`config.mk`:
```
export PLATFORM = sky130hd
export DESIGN_NAME = reset_seq
export DESIGN_NICKNAME = d
export VERILOG_FILES = /design/src/rtl/reset_seq_pkg.sv /design/src/rtl/sync_ff.sv /design/src/rtl/reset_seq.sv
export SDC_FILE = /design/constraint.sdc
export NUM_CORES = 1
export LEC_CHECK = 0
export ABC_AREA = 1
export CAP_MARGIN = 0
export CORE_MARGIN = 3
export CORE_UTILIZATION = 35
export DETAILED_ROUTE_END_ITERATION = 10
export PLACE_DENSITY = 0.64
export SETUP_SLACK_MARGIN = 0.1
export SYNTH_ARGS = -nofsm -noshare
export SYNTH_HDL_FRONTEND = slang
export SYNTH_SLANG_ARGS = --single-unit
```
`constraint.sdc`:
```
create_clock -name clk -period 0.8 [get_ports clk]
set_clock_uncertainty 0.15 [all_clocks]
set_input_delay 0.12 -clock clk [delete_from_list [all_inputs] [get_ports clk]]
set_output_delay 0.12 -clock clk [all_outputs]
set_load 0.01 [all_outputs]
```
`src/rtl/reset_seq_pkg.sv`:
```
// rtl/reset_seq_pkg.sv - shared types and helpers for the reset sequencer
package reset_seq_pkg;

  typedef enum logic [2:0] {
    ASSERT    = 3'd0,
    WAIT_LOCK = 3'd1,
    HOLD      = 3'd2,
    RELEASE   = 3'd3,
    RUN       = 3'd4
  } state_t;

  function automatic int max_i(input int a, input int b);
    return (a > b) ? a : b;
  endfunction

endpackage

```
`src/rtl/sync_ff.sv`:
```
// rtl/sync_ff.sv - multi-stage single-bit synchroniser with async active-low clear
module sync_ff #(
  parameter int STAGES = 2
) (
  input  logic clk,
  input  logic clr_n,
  input  logic d,
  output logic q
);

  logic [STAGES-1:0] sh;

  // shift d through STAGES flops; clear drops the chain to zero immediately
  always_ff @(posedge clk or negedge clr_n) begin
    if (!clr_n) begin
      sh <= '0;
    end else begin
      sh <= {sh[STAGES-2:0], d};
    end
  end

  assign q = sh[STAGES-1];

endmodule

```
`src/rtl/reset_seq.sv`:
```
// rtl/reset_seq.sv - staggered multi-channel reset sequencer with lock and soft restart
module reset_seq
  import reset_seq_pkg::*;
#(
  parameter int CHANNELS       = 3,
  parameter int SYNC_STAGES    = 2,
  parameter int HOLD_CYCLES    = 16,
  parameter int STAGGER_CYCLES = 8
) (
  input  logic                clk,
  input  logic                rst_n,
  input  logic                lock_i,
  input  logic                soft_req,
  output logic                soft_ack,
  output logic [CHANNELS-1:0] rst_p,
  output logic                ready
);

  localparam int CW = $clog2(max_i(HOLD_CYCLES, (CHANNELS-1)*STAGGER_CYCLES) + 1);

  logic srst_n;
  logic lock_s;

  // internal reset: asserts with rst_n, releases only after SYNC_STAGES edges
  sync_ff #(.STAGES(SYNC_STAGES)) u_srst (
    .clk   (clk),
    .clr_n (rst_n),
    .d     (1'b1),
    .q     (srst_n)
  );

  // lock is asynchronous to clk; it only counts once the internal reset is gone
  sync_ff #(.STAGES(SYNC_STAGES)) u_lock (
    .clk   (clk),
    .clr_n (srst_n),
    .d     (lock_i),
    .q     (lock_s)
  );

  state_t              state_q, state_d;
  logic [CW-1:0]       cnt_q, cnt_d;
  logic [CHANNELS-1:0] rst_p_q, rst_p_d;
  logic                ready_q, ready_d;
  logic                ack_q, ack_d;
  logic                lost;

  // state, counter and registered outputs; everything held in reset by srst_n
  always_ff @(posedge clk or negedge srst_n) begin
    if (!srst_n) begin
      state_q <= ASSERT;
      cnt_q   <= '0;
      rst_p_q <= '1;
      ready_q <= 1'b0;
      ack_q   <= 1'b0;
    end else begin
      state_q <= state_d;
      cnt_q   <= cnt_d;
      rst_p_q <= rst_p_d;
      ready_q <= ready_d;
      ack_q   <= ack_d;
    end
  end

  // next-state and output logic; lock loss outranks everything once sequencing starts
  always_comb begin
    state_d = state_q;
    cnt_d   = cnt_q;
    rst_p_d = rst_p_q;
    ready_d = ready_q;
    ack_d   = 1'b0;
    lost    = !lock_s && ((state_q == HOLD) || (state_q == RELEASE) || (state_q == RUN));

    if (lost) begin
      state_d = WAIT_LOCK;
      rst_p_d = '1;
      ready_d = 1'b0;
      cnt_d   = '0;
    end else begin
      case (state_q)
        ASSERT: begin
          state_d = WAIT_LOCK;
          rst_p_d = '1;
          ready_d = 1'b0;
          cnt_d   = '0;
        end
        WAIT_LOCK: begin
          if (lock_s) begin
            state_d = HOLD;
            cnt_d   = '0;
          end
        end
        HOLD: begin
          cnt_d = cnt_q + CW'(1);
          if (int'(cnt_q) == HOLD_CYCLES - 1) begin
            rst_p_d[0] = 1'b0;
            cnt_d      = '0;
            if (CHANNELS == 1) begin
              state_d = RUN;
              ready_d = 1'b1;
            end else begin
              state_d = RELEASE;
            end
          end
        end
        RELEASE: begin
          cnt_d = cnt_q + CW'(1);
          for (int i = 1; i < CHANNELS; i++) begin
            if (int'(cnt_q) == i*STAGGER_CYCLES - 1) begin
              rst_p_d[i] = 1'b0;
            end
          end
          if (int'(cnt_q) == (CHANNELS-1)*STAGGER_CYCLES - 1) begin
            state_d = RUN;
            ready_d = 1'b1;
            cnt_d   = '0;
          end
        end
        RUN: begin
          if (soft_req) begin
            state_d = HOLD;
            rst_p_d = '1;
            ready_d = 1'b0;
            ack_d   = 1'b1;
            cnt_d   = '0;
          end
        end
        default: begin
          state_d = ASSERT;
          rst_p_d = '1;
          ready_d = 1'b0;
          cnt_d   = '0;
        end
      endcase
    end
  end

  assign rst_p    = rst_p_q;
  assign ready    = ready_q;
  assign soft_ack = ack_q;

endmodule

```
==> results of run 1 <==
-- routing by layer --
| metal | part of all wire [%] | global-route usage, % | up-vias | wire, um |
|---|---|---|---|---|
| met5 | 0 | 0 | - | 0 |
| met4 | 1.0 | 4.98 | 0 | 19 |
| met3 | 1.8 | 3.27 | 2 | 34 |
| met2 | 55 | 21.5 | 5 | 1020 |
| met1 | 42 | 16.9 | 351 | 777 |
| li1 | - | - | 371 | - |
-- state kept, by name, summed over array words and instances (netlist names) --
name       count
cnt_q          5
rst_p          3
soft_ack       1
u_srst.sh      2
state_q        3
ready          1
u_lock.sh      2
-- layout make-up --
| cell class | count | area (um^2) | share of cell area, % |
|---|---|---|---|
| multi-input cells | 65 | 497 | 36.7 |
| flip-flops and latches | 17 | 433 | 31.9 |
| repair buffers | 38 | 323 | 23.8 |
| inverters | 8 | 40.0 | 2.95 |
| well taps | 28 | 35.0 | 2.59 |
| clock buffers | 3 | 22.5 | 1.66 |
| clock inverters | 1 | 5.00 | 0.369 |
-- what timing repair did --
| action | CTS | global route |
|---|---|---|
| setup buffers | 5 | 4 |
| pin swaps | 7 | 14 |
| endpoints found under the hold margin | 2 | 2 |
| gates resized for setup | 30 | 23 |
| setup endpoints to repair | 18 | 18 |
-- path summary, 6_finish.rpt --
check / from / end / cells past startpoint
worst max register to register: state_q[0] / rst_p[1] / 7
worst min register to register: u_srst.sh[1] / cnt_q[4] / 1
min in group clk: lock_i / u_lock.sh[0] / 1
worst max-delay path: state_q[0] / rst_p[1] / 7
worst min-delay path: rst_n / u_srst.sh[1] / 1
max in group asynchronous: u_srst.sh[1] / rst_p[2] / 1
-- synth_stat cells --
library cell / count
clkinv_2: 1
a21oi_2: 1
nor2_4: 1
nand3b_2: 1
dfrtp_1: 14
ha_1: 1
nor2_1: 3
inv_1: 5
conb_1: 1
nand4_1: 1
nand2_2: 9
xor2_1: 1
o21ai_1: 1
dfstp_2: 3
nand3_4: 1
nand3_1: 6
a21oi_1: 2
o21ai_2: 2
nand2_1: 25
nor2_2: 3
nand3b_1: 1
o31ai_1: 1
nand3_2: 3
inv_2: 2
nor3_1: 1
-- cell families (layout without fill, tap and decap cells) --
logic type / count (synthesis) / in the layout / share of synthesized area (%)
compound gates: 7 / 7 / 5.86
simple gates: 55 / 55 / 35.9
buf+inv: 8 / 50 / 3.75
fa+ha+maj: 1 / 1 / 1.50
xor+xnor: 1 / 1 / 1.05
other cells: 1 / 1 / 0.450
flops: 17 / 17 / 51.5
-- where the power goes --
part	leakage, uW	switching (uW)	internal (uW)
combinational	0.000505	1310	1260
clock	0.0000177	270	186
sequential	0.000208	230	1130
total	0.000730	1810	2580
-- per-stage QoR --
stage	utilization, %	cell area (um^2)
after floorplan	-	851
after global placement	50.9	1140
after detailed placement	50.9	1140
after CTS	54.7	1220
after global routing	60.7	1360
final	60.7	1360
-- critical path, cell delays in order, from the launching register on --
cell	delay, ns
dfrtp_2	0.48
inv_4	0.10
nand3_4	0.11
inv_4	0.08
nand3_4	0.11
buf_12	0.15
nand3b_1	0.12
nand2_1	0.08
==> out/metrics.yaml, run 1 <==
routing:
  drt-pass1-iter-count: 3
  postRouteAntennaNets: 0
  via_count: 729
  dr.first_iter.drc_count: 7
  wl_per_cell_um: 11.6
  drc: 0
  viasPerCell: 4.56
  wirelength_mm: 1.86
global_routing:
  groute.usage.overall_pct: 13.3
  antenna_found_initial: 0
  grt_max_degree: 11
  grt_overflow_total: 0
  grt_pass1_wl_mm: 2.82
  grt_pass1_vias: 676
placed_design:
  dp_hpwl_mm: 1.30
  post-place-ws_ns: -0.600
  gp_congestion: 0.848
  dp.cells: 147
  io_buffers: 8
power_and_ir_drop:
  total_power_uw: 4390
  p_leak_uw: 0.000730
  powerDensity_mw_per_mm2: 3240
  peakVddDrop_v: 0.00220
layout:
  final_cell_mix: "26 x buf_4, 23 x nand2_1, 11 x dfrtp_1"
  nFillCells: 193
  antenna_cells: 0
  drive_above_1_share_pct: 61.4
  final_common_cell: "buf_4"
  nets: 138
  synthToLayoutAreaGrowth_pct: 62.6
  fin_cells: 160
clocking:
  clk_pin_slew_ns: 0.10
  clockBufferDepth: 2
  root_buffer: "clkbuf_4"
  h-tree-depth: 1
  insertion_delay_ns: 0.29
  cts_sinks: 17
  cts_tree: "built"
  cts_inserted_buffers: 3
worst_hold_path:
  hp-class: "primary input to async pin"
synth:
  ys_types: 25
  yosysTopAreaCell: "dfrtp_1"
  synth_nets: 95
  synth_top_cell_area_share_pct: 42.0
  syn_area_um2: 833
  seq_area_frac_synth_pct: 51.5
  ys_warn_count: 0
  avgSynthCellArea_um2: 9.26
  netlist_instances: 90
  synth_seq_cells: 17
  yosys-top-cells-area: "dfrtp_1 42%, nand2_1 11%, dfstp_2 9.5%"
floorplanning:
  num_rows: 17
  dieWidth_um: 54.8
  start_util_pct: 37.3
  die_y_um: 54.8
  dieArea_mm2: 0.00300
  design.portCount: 9
  coreArea_mm2: 0.00223
timing:
  worst_slack_ns: -0.639
  period_needed_ns: 1.44
  slew_violations: 0
  rsz0062_at_grt: "yes"
  hold_slack_ns: -0.176
  hold_viol_final: 2
  finalSetupTns_ns: -9.30
  finalSetupViolCount: 18
  finalCritPeriodShare_pct: 180
  clock.fmax_mhz: 695
setup_path:
  cp_max_fo: 4
  critPathArrivalTime_ns: 1.52
  critPathCaptureType: "flip-flop"
  startpoint_type: "flip-flop"
  required_ns: 0.88
  worst-setup-path-type: "flip-flop to flip-flop"
  regToRegSetupSlack_ns: -0.64
outcome:
  violations: "hold timing, setup timing"
  status: "finished with violations"
run:
  cap_viol_max_count: 0
Note: power is estimated with default switching activity, not from simulation.
==> inputs of run 2 (changes only) <==
Settings changed: CORE_MARGIN 3 to default, CTS_CLUSTER_DIAMETER from default to 40.
==> run 2 against run 1 <==
  * The run still ends with hold timing, setup timing left
  * Critical path depth down 1
  * Routed wire length down 1.9%
  * Utilization decreased by 3.4 points
  * Critical endpoint is now cnt_q[3]
  * Largest cell class unchanged
  * Highest routed layer unchanged
==> out/metrics.yaml, run 2 (synthesis results as in run 1) <==
outcome:
  violations: "hold timing, setup timing"
  status: "finished with violations"
floorplanning:
  die_y_um: 50.8  # -7.3%
  design.portCount: 9  # unchanged
  coreArea_mm2: 0.00223  # unchanged
  num_rows: 17  # unchanged
  dieArea_mm2: 0.00258  # -14%
  start_util_pct: 37.3  # unchanged
  dieWidth_um: 50.8  # -7.3%
timing:
  hold_viol_final: 2  # unchanged
  clock.fmax_mhz: 704  # +1.4%
  slew_violations: 0  # unchanged
  finalSetupTns_ns: -9.22  # +0.0730 ns
  period_needed_ns: 1.42  # -0.0192 ns
  rsz0062_at_grt: "yes"
  hold_slack_ns: -0.184  # -0.00833 ns
  finalCritPeriodShare_pct: 177  # -2.4 points
  worst_slack_ns: -0.620  # +0.0192 ns
  finalSetupViolCount: 18  # unchanged
global_routing:
  grt_pass1_vias: 756  # +12%
  antenna_found_initial: 0  # unchanged
  grt_overflow_total: 0  # unchanged
  grt_max_degree: 11  # unchanged
  grt_pass1_wl_mm: 3.13  # +11%
  groute.usage.overall_pct: 16.5  # +3.2 points
setup_path:
  critPathArrivalTime_ns: 1.47  # -0.05 ns
  worst-setup-path-type: "flip-flop to flip-flop"
  required_ns: 0.85  # -0.03 ns
  rr_worst_depth: 6  # -1
  startpoint_type: "flip-flop"
  critPathCaptureType: "flip-flop"
  cp_max_fo: 3  # -1
  reg2reg_from: "cnt_q[0]"
  regToRegSetupSlack_ns: -0.62  # +0.02 ns
  r2r-end: "cnt_q[3]"
placed_design:
  place_area_mm2: 0.00113  # -0.44%
  dp.cells: 148  # +0.68%
  dp_hpwl_mm: 1.33  # +2.3%
  gp_congestion: 0.862  # +1.6%
  io_buffers: 8  # unchanged
clocking:
  cts_tree: "built"
  cts_inserted_buffers: 3  # unchanged
  clk_pin_slew_ns: 0.11  # about the same
  cts_sinks: 17  # unchanged
  insertion_delay_ns: 0.30  # about the same
  h-tree-depth: 1  # unchanged
  clockBufferDepth: 2  # unchanged
  root_buffer: "clkbuf_4"
routing:
  viasPerCell: 4.66  # +2.3%
  drc: 0  # unchanged
  dr.first_iter.drc_count: 3  # -4
  via_count: 732  # +0.41%
  drt-pass1-iter-count: 4  # +1
  wirelength_mm: 1.82  # -1.9%
  postRouteAntennaNets: 0  # unchanged
  wl_per_cell_um: 11.6  # about the same
run:
  cap_viol_max_count: 0  # unchanged
layout:
  final_cell_mix: "25 x buf_4, 24 x nand2_1, 11 x dfrtp_1"
  fin_util_pct: 57.3  # -3.4 points
  final_common_cell: "buf_4"
  regMostFlops: "cnt_q"
  drive_above_1_share_pct: 58.1  # -3.2 points
  synthToLayoutAreaGrowth_pct: 53.5
  largest_reg_flops: 5  # unchanged
  design_area_mm2: 0.00128  # -5.6%
  fin_cells: 157  # -1.9%
  nets: 135  # -2.2%
  antenna_cells: 0  # unchanged
worst_hold_path:
  hp-class: "primary input to async pin"
power_and_ir_drop:
  p_leak_uw: 0.000700  # -4.1%
  powerDensity_mw_per_mm2: 3200  # -1.2%
  total_power_uw: 4090  # -6.7%
  peakVddDrop_v: 0.00177  # -20%
==> run 2: cell types whose count changed in the layout (fill, tap and decap cells not counted), sizes merged <==
cell  before  now
buf       35   32
==> run 2: routing by layer <==
layer | part of all wire [%] | GRT usage, % | up-vias
li1 | - | - | 367
met1 | 42 | 18.1 | 351
met2 | 55 | 31.6 | 10
met3 | 2.2 | 1.82 | 4
met4 | 1.4 | 6.94 | 0
met5 | 0 | 0 | -
==> run 2: cell type report <==
type                            count  area (um^2)
Clock buffer                        3         22.5
Multi-Input combinational cell     65          462
Inverter                            8         37.5
Tap cell                           28         35.0
Fill cell                         200          955
Sequential cell                    17          433
Clock inverter                      1         5.00
Timing Repair Buffer               35          284
==> run 2: worst max path at each step <==
stage,startpoint,endpoint,slack [ns],cells after the start
6_report,cnt_q[0],cnt_q[3],-0.62,6
5_1_grt,state_q[1],rst_p[1],-0.71,7
4_1_cts,state_q[2],ready,-0.60,8
3_5_place_dp,cnt_q[0],state_q[0],-0.60,8
3_3_place_gp,cnt_q[0],state_q[0],-0.56,8
2_1_floorplan,cnt_q[0],state_q[0],-0.58,8
==> run 2: per-stage QoR <==
step,worst slack [ns],hold slack [ns]
after floorplan,-0.579,-0.326
after global placement,-0.560,0.00695
after detailed placement,-0.600,0.0158
after CTS,-0.603,-0.183
after global routing,-0.712,-0.182
final,-0.620,-0.184
==> run 2: repair_timing <==
item	4_1_cts	5_1_grt
endpoints found under the setup margin	18	18
resized for setup	37	6
hold endpoints to repair	2	2
setup buffers	4	1
pin swaps	7	3
==> run 2: power by group <==
part / total [uW] / internal (uW) / switching (uW)
clock: 474 / 186 / 288
combinational: 2270 / 1070 / 1200
sequential: 1350 / 1130 / 226
==> run 2: worst max-delay path: stages (launching register included) <==
cell	delay, ns
dfrtp_1	0.44
buf_4	0.15
buf_4	0.12
buf_4	0.13
nand3_1	0.09
xor2_1	0.18
o21ai_2	0.07
==> inputs of run 3 (changes only) <==
Settings changed: CELL_PAD_IN_SITES_DETAIL_PLACEMENT from default to 0, CELL_PAD_IN_SITES_GLOBAL_PLACEMENT from default to 1, CORE_MARGIN from default to 2, CORE_UTILIZATION 35 to 37, PLACE_DENSITY 0.64 to 0.8.
==> run 3 against run 2 <==
  * The flow still finishes with violations (hold timing, setup timing)
  * Power is 9.4% higher
  * Worst hold slack better by 0.022 ns
  * Design area increased by 7.9%
  * Count of clock-buffer cells in the layout increased by 1
  * Via count is 5.1% higher
  * Maximum frequency decreased by 0.99%
  * First-iteration DRC count decreased by 100%
  * Sequential share of layout area fell by 2.5 points
  * Die area up 2.6%
==> out/metrics.yaml, run 3 (synthesis results as in run 1) <==
layout:
  synthToLayoutAreaGrowth_pct: 65.6
  seq_area_um2: 433  # unchanged
  largest_reg_flops: 5  # unchanged
  drive_above_1_share_pct: 63.0  # +4.8 points
  final_cell_mix: "28 x buf_4, 22 x nand2_1, 11 x dfrtp_1"
  antenna_cells: 0  # unchanged
  nFillCells: 187  # -6.5%
  nets: 141  # +4.4%
  fin_util_pct: 63.6  # +6.4 points
  final_common_cell: "buf_4"
  regMostFlops: "cnt_q"
  multi_input_area_um2: 497  # +7.6%
setup_path:
  rr_worst_depth: 8  # +2
  cpLargestDelayFamily: "simple AND/OR/NAND/NOR gates"
  critPathArrivalTime_ns: 1.45  # -0.02 ns
  worst-setup-path-type: "flip-flop to flip-flop"
  reg2reg_from: "cnt_q[1]"
  r2r-end: "state_q[0]"
  crit_chain: "ha_2 -> nand2_4 -> clkinv_4 -> nand3b_4 -> nand2_4 -> nand2_4 -> nor2_4 -> a21oi_1"
  startpoint_type: "flip-flop"
  critPathCaptureType: "flip-flop"
  required_ns: 0.82  # -0.03 ns
  cp_max_fo: 3  # unchanged
  regToRegSetupSlack_ns: -0.63  # about the same
  cpPeakStageDelay_ns: 0.37  # -0.07 ns
  cpMostUsedCell: "nand2_4"
  slowest_stage: "dfrtp_1"
  crit_buf_inv: 1  # -2
power_and_ir_drop:
  seqPwrFrac_pct: 29.7  # -3.3 points
  p_clk_share_pct: 10.1  # -1.5 points
  combPwrFrac_pct: 60.2  # +4.8 points
  peakVddDrop_v: 0.00152  # -14%
  power.switching_uw: 1830  # +6.9%
  switching_share_pct: 40.9  # -0.95 points
  p_leak_uw: 0.000739  # +5.6%
  internal_power_uw: 2650  # +11%
  total_power_uw: 4480  # +9.4%
  powerDensity_mw_per_mm2: 3250  # +1.4%
routing:
  drt-pass1-iter-count: 1  # -3
  wirelength_mm: 2.00  # +10%
  dr.first_iter.drc_count: 0  # -3
  viasPerCell: 4.72  # +1.2%
  drc: 0  # unchanged
  postRouteAntennaNets: 0  # unchanged
  wl_per_cell_um: 12.3  # +6.1%
  via_count: 769  # +5.1%
timing:
  clock.fmax_mhz: 697  # -0.99%
  hold_viol_final: 2  # unchanged
  worst_slack_ns: -0.634  # -0.0142 ns
  finalSetupViolCount: 18  # unchanged
  finalCritPeriodShare_pct: 179  # +1.8 points
  rsz0062_at_grt: "yes"
  finalSetupTns_ns: -9.16  # +0.0633 ns
  slew_violations: 0  # unchanged
  hold_slack_ns: -0.162  # +0.0223 ns
  period_needed_ns: 1.43  # +0.0142 ns
worst_hold_path:
  hp-class: "primary input to async pin"
global_routing:
  grt_max_degree: 16  # +5
  groute.usage.overall_pct: 16.3  # -0.24 points
  grt_pass1_vias: 752  # -0.53%
  grt_pass1_wl_mm: 3.13  # -0.22%
  grt_overflow_total: 0  # unchanged
  antenna_found_initial: 0  # unchanged
floorplanning:
  die_y_um: 51.5  # +1.3%
  dieArea_mm2: 0.00265  # +2.6%
  dieWidth_um: 51.5  # +1.3%
  start_util_pct: 38.4  # +1.1 points
  num_rows: 17  # unchanged
  design.portCount: 9  # unchanged
  coreArea_mm2: 0.00217  # -2.9%
clocking:
  insertion_delay_ns: 0.28  # -0.02 ns
  cts_inserted_buffers: 3  # unchanged
  clk_pin_slew_ns: 0.10  # about the same
  cts_sinks: 17  # unchanged
  h-tree-depth: 1  # unchanged
  clockBufferDepth: 2  # unchanged
  cts_tree: "built"
  root_buffer: "clkbuf_4"
outcome:
  status: "finished with violations"
  violations: "hold timing, setup timing"
placed_design:
  dp_hpwl_mm: 1.31  # -1.6%
  post-place-ws_ns: -0.615  # -0.0156 ns
  gp_congestion: 0.848  # -1.7%
  io_buffers: 8  # unchanged
run:
  cap_viol_max_count: 0  # unchanged
[run 3: cell count changes in the layout (fill, tap and decap cells not counted), moves of 2 or more]
cell	change
buf_4	+3
buf_6	+2
nand2_1	-2
nand2_4	+2
nand3_1	-2
nor2_4	+2
[run 3: what timing repair did]
item	4_1_cts	5_1_grt
resized for setup	29	26
setup endpoints to repair	18	18
setup buffers	3	10
pin swaps	8	10
hold endpoints to repair	2	2
[run 3: final cells by class]
cell class              instances  share of cell area [%]
multi-input cells              65                    36.0
flip-flops and latches         17                    31.4
repair buffers                 41                    25.3
inverters                       8                    2.90
well taps                      28                    2.54
clock buffers                   4                    1.90
[run 3: routing by layer]
layer | global-route usage [%] | part of all wire, %
met5 | 0 | 0
met4 | 8.33 | 1.2
met3 | 3.51 | 1.5
met2 | 27.8 | 58
met1 | 19.0 | 39
[run 3: stage by stage]
stage                     instances  area [um^2]
after floorplan                  90          851
after global placement          146         1130
after detailed placement        146         1130
after CTS                       153         1200
after global routing            163         1380
final                           163         1380
[run 3: power by group through the flow]
stage	combinational [uW]	sequential (uW)	clock, uW
floorplan	1110	1330	0
global placement	1820	1270	0
detailed placement	1850	1290	0
CTS	2030	1280	472
global route	2950	1350	530
finish	2700	1330	453
[run 3: worst register-to-register path, stage by stage (launching register included)]
cell and delay [ns]:
dfrtp_1 0.37, ha_2 0.21, nand2_4 0.06, clkinv_4 0.05, nand3b_4 0.10, nand2_4 0.11, nand2_4 0.06, nor2_4 0.13
a21oi_1 0.08
[run 3: how the worst max path moves through the flow]
stage	start	endpoint	slack [ns]	cells past startpoint
final	cnt_q[1]	state_q[0]	-0.63	8
after global placement	cnt_q[0]	state_q[0]	-0.57	8
after CTS	cnt_q[0]	state_q[2]	-0.61	9
after global routing	cnt_q[1]	state_q[2]	-0.71	9
after floorplan	cnt_q[0]	state_q[0]	-0.58	8
after detailed placement	cnt_q[0]	state_q[0]	-0.62	8
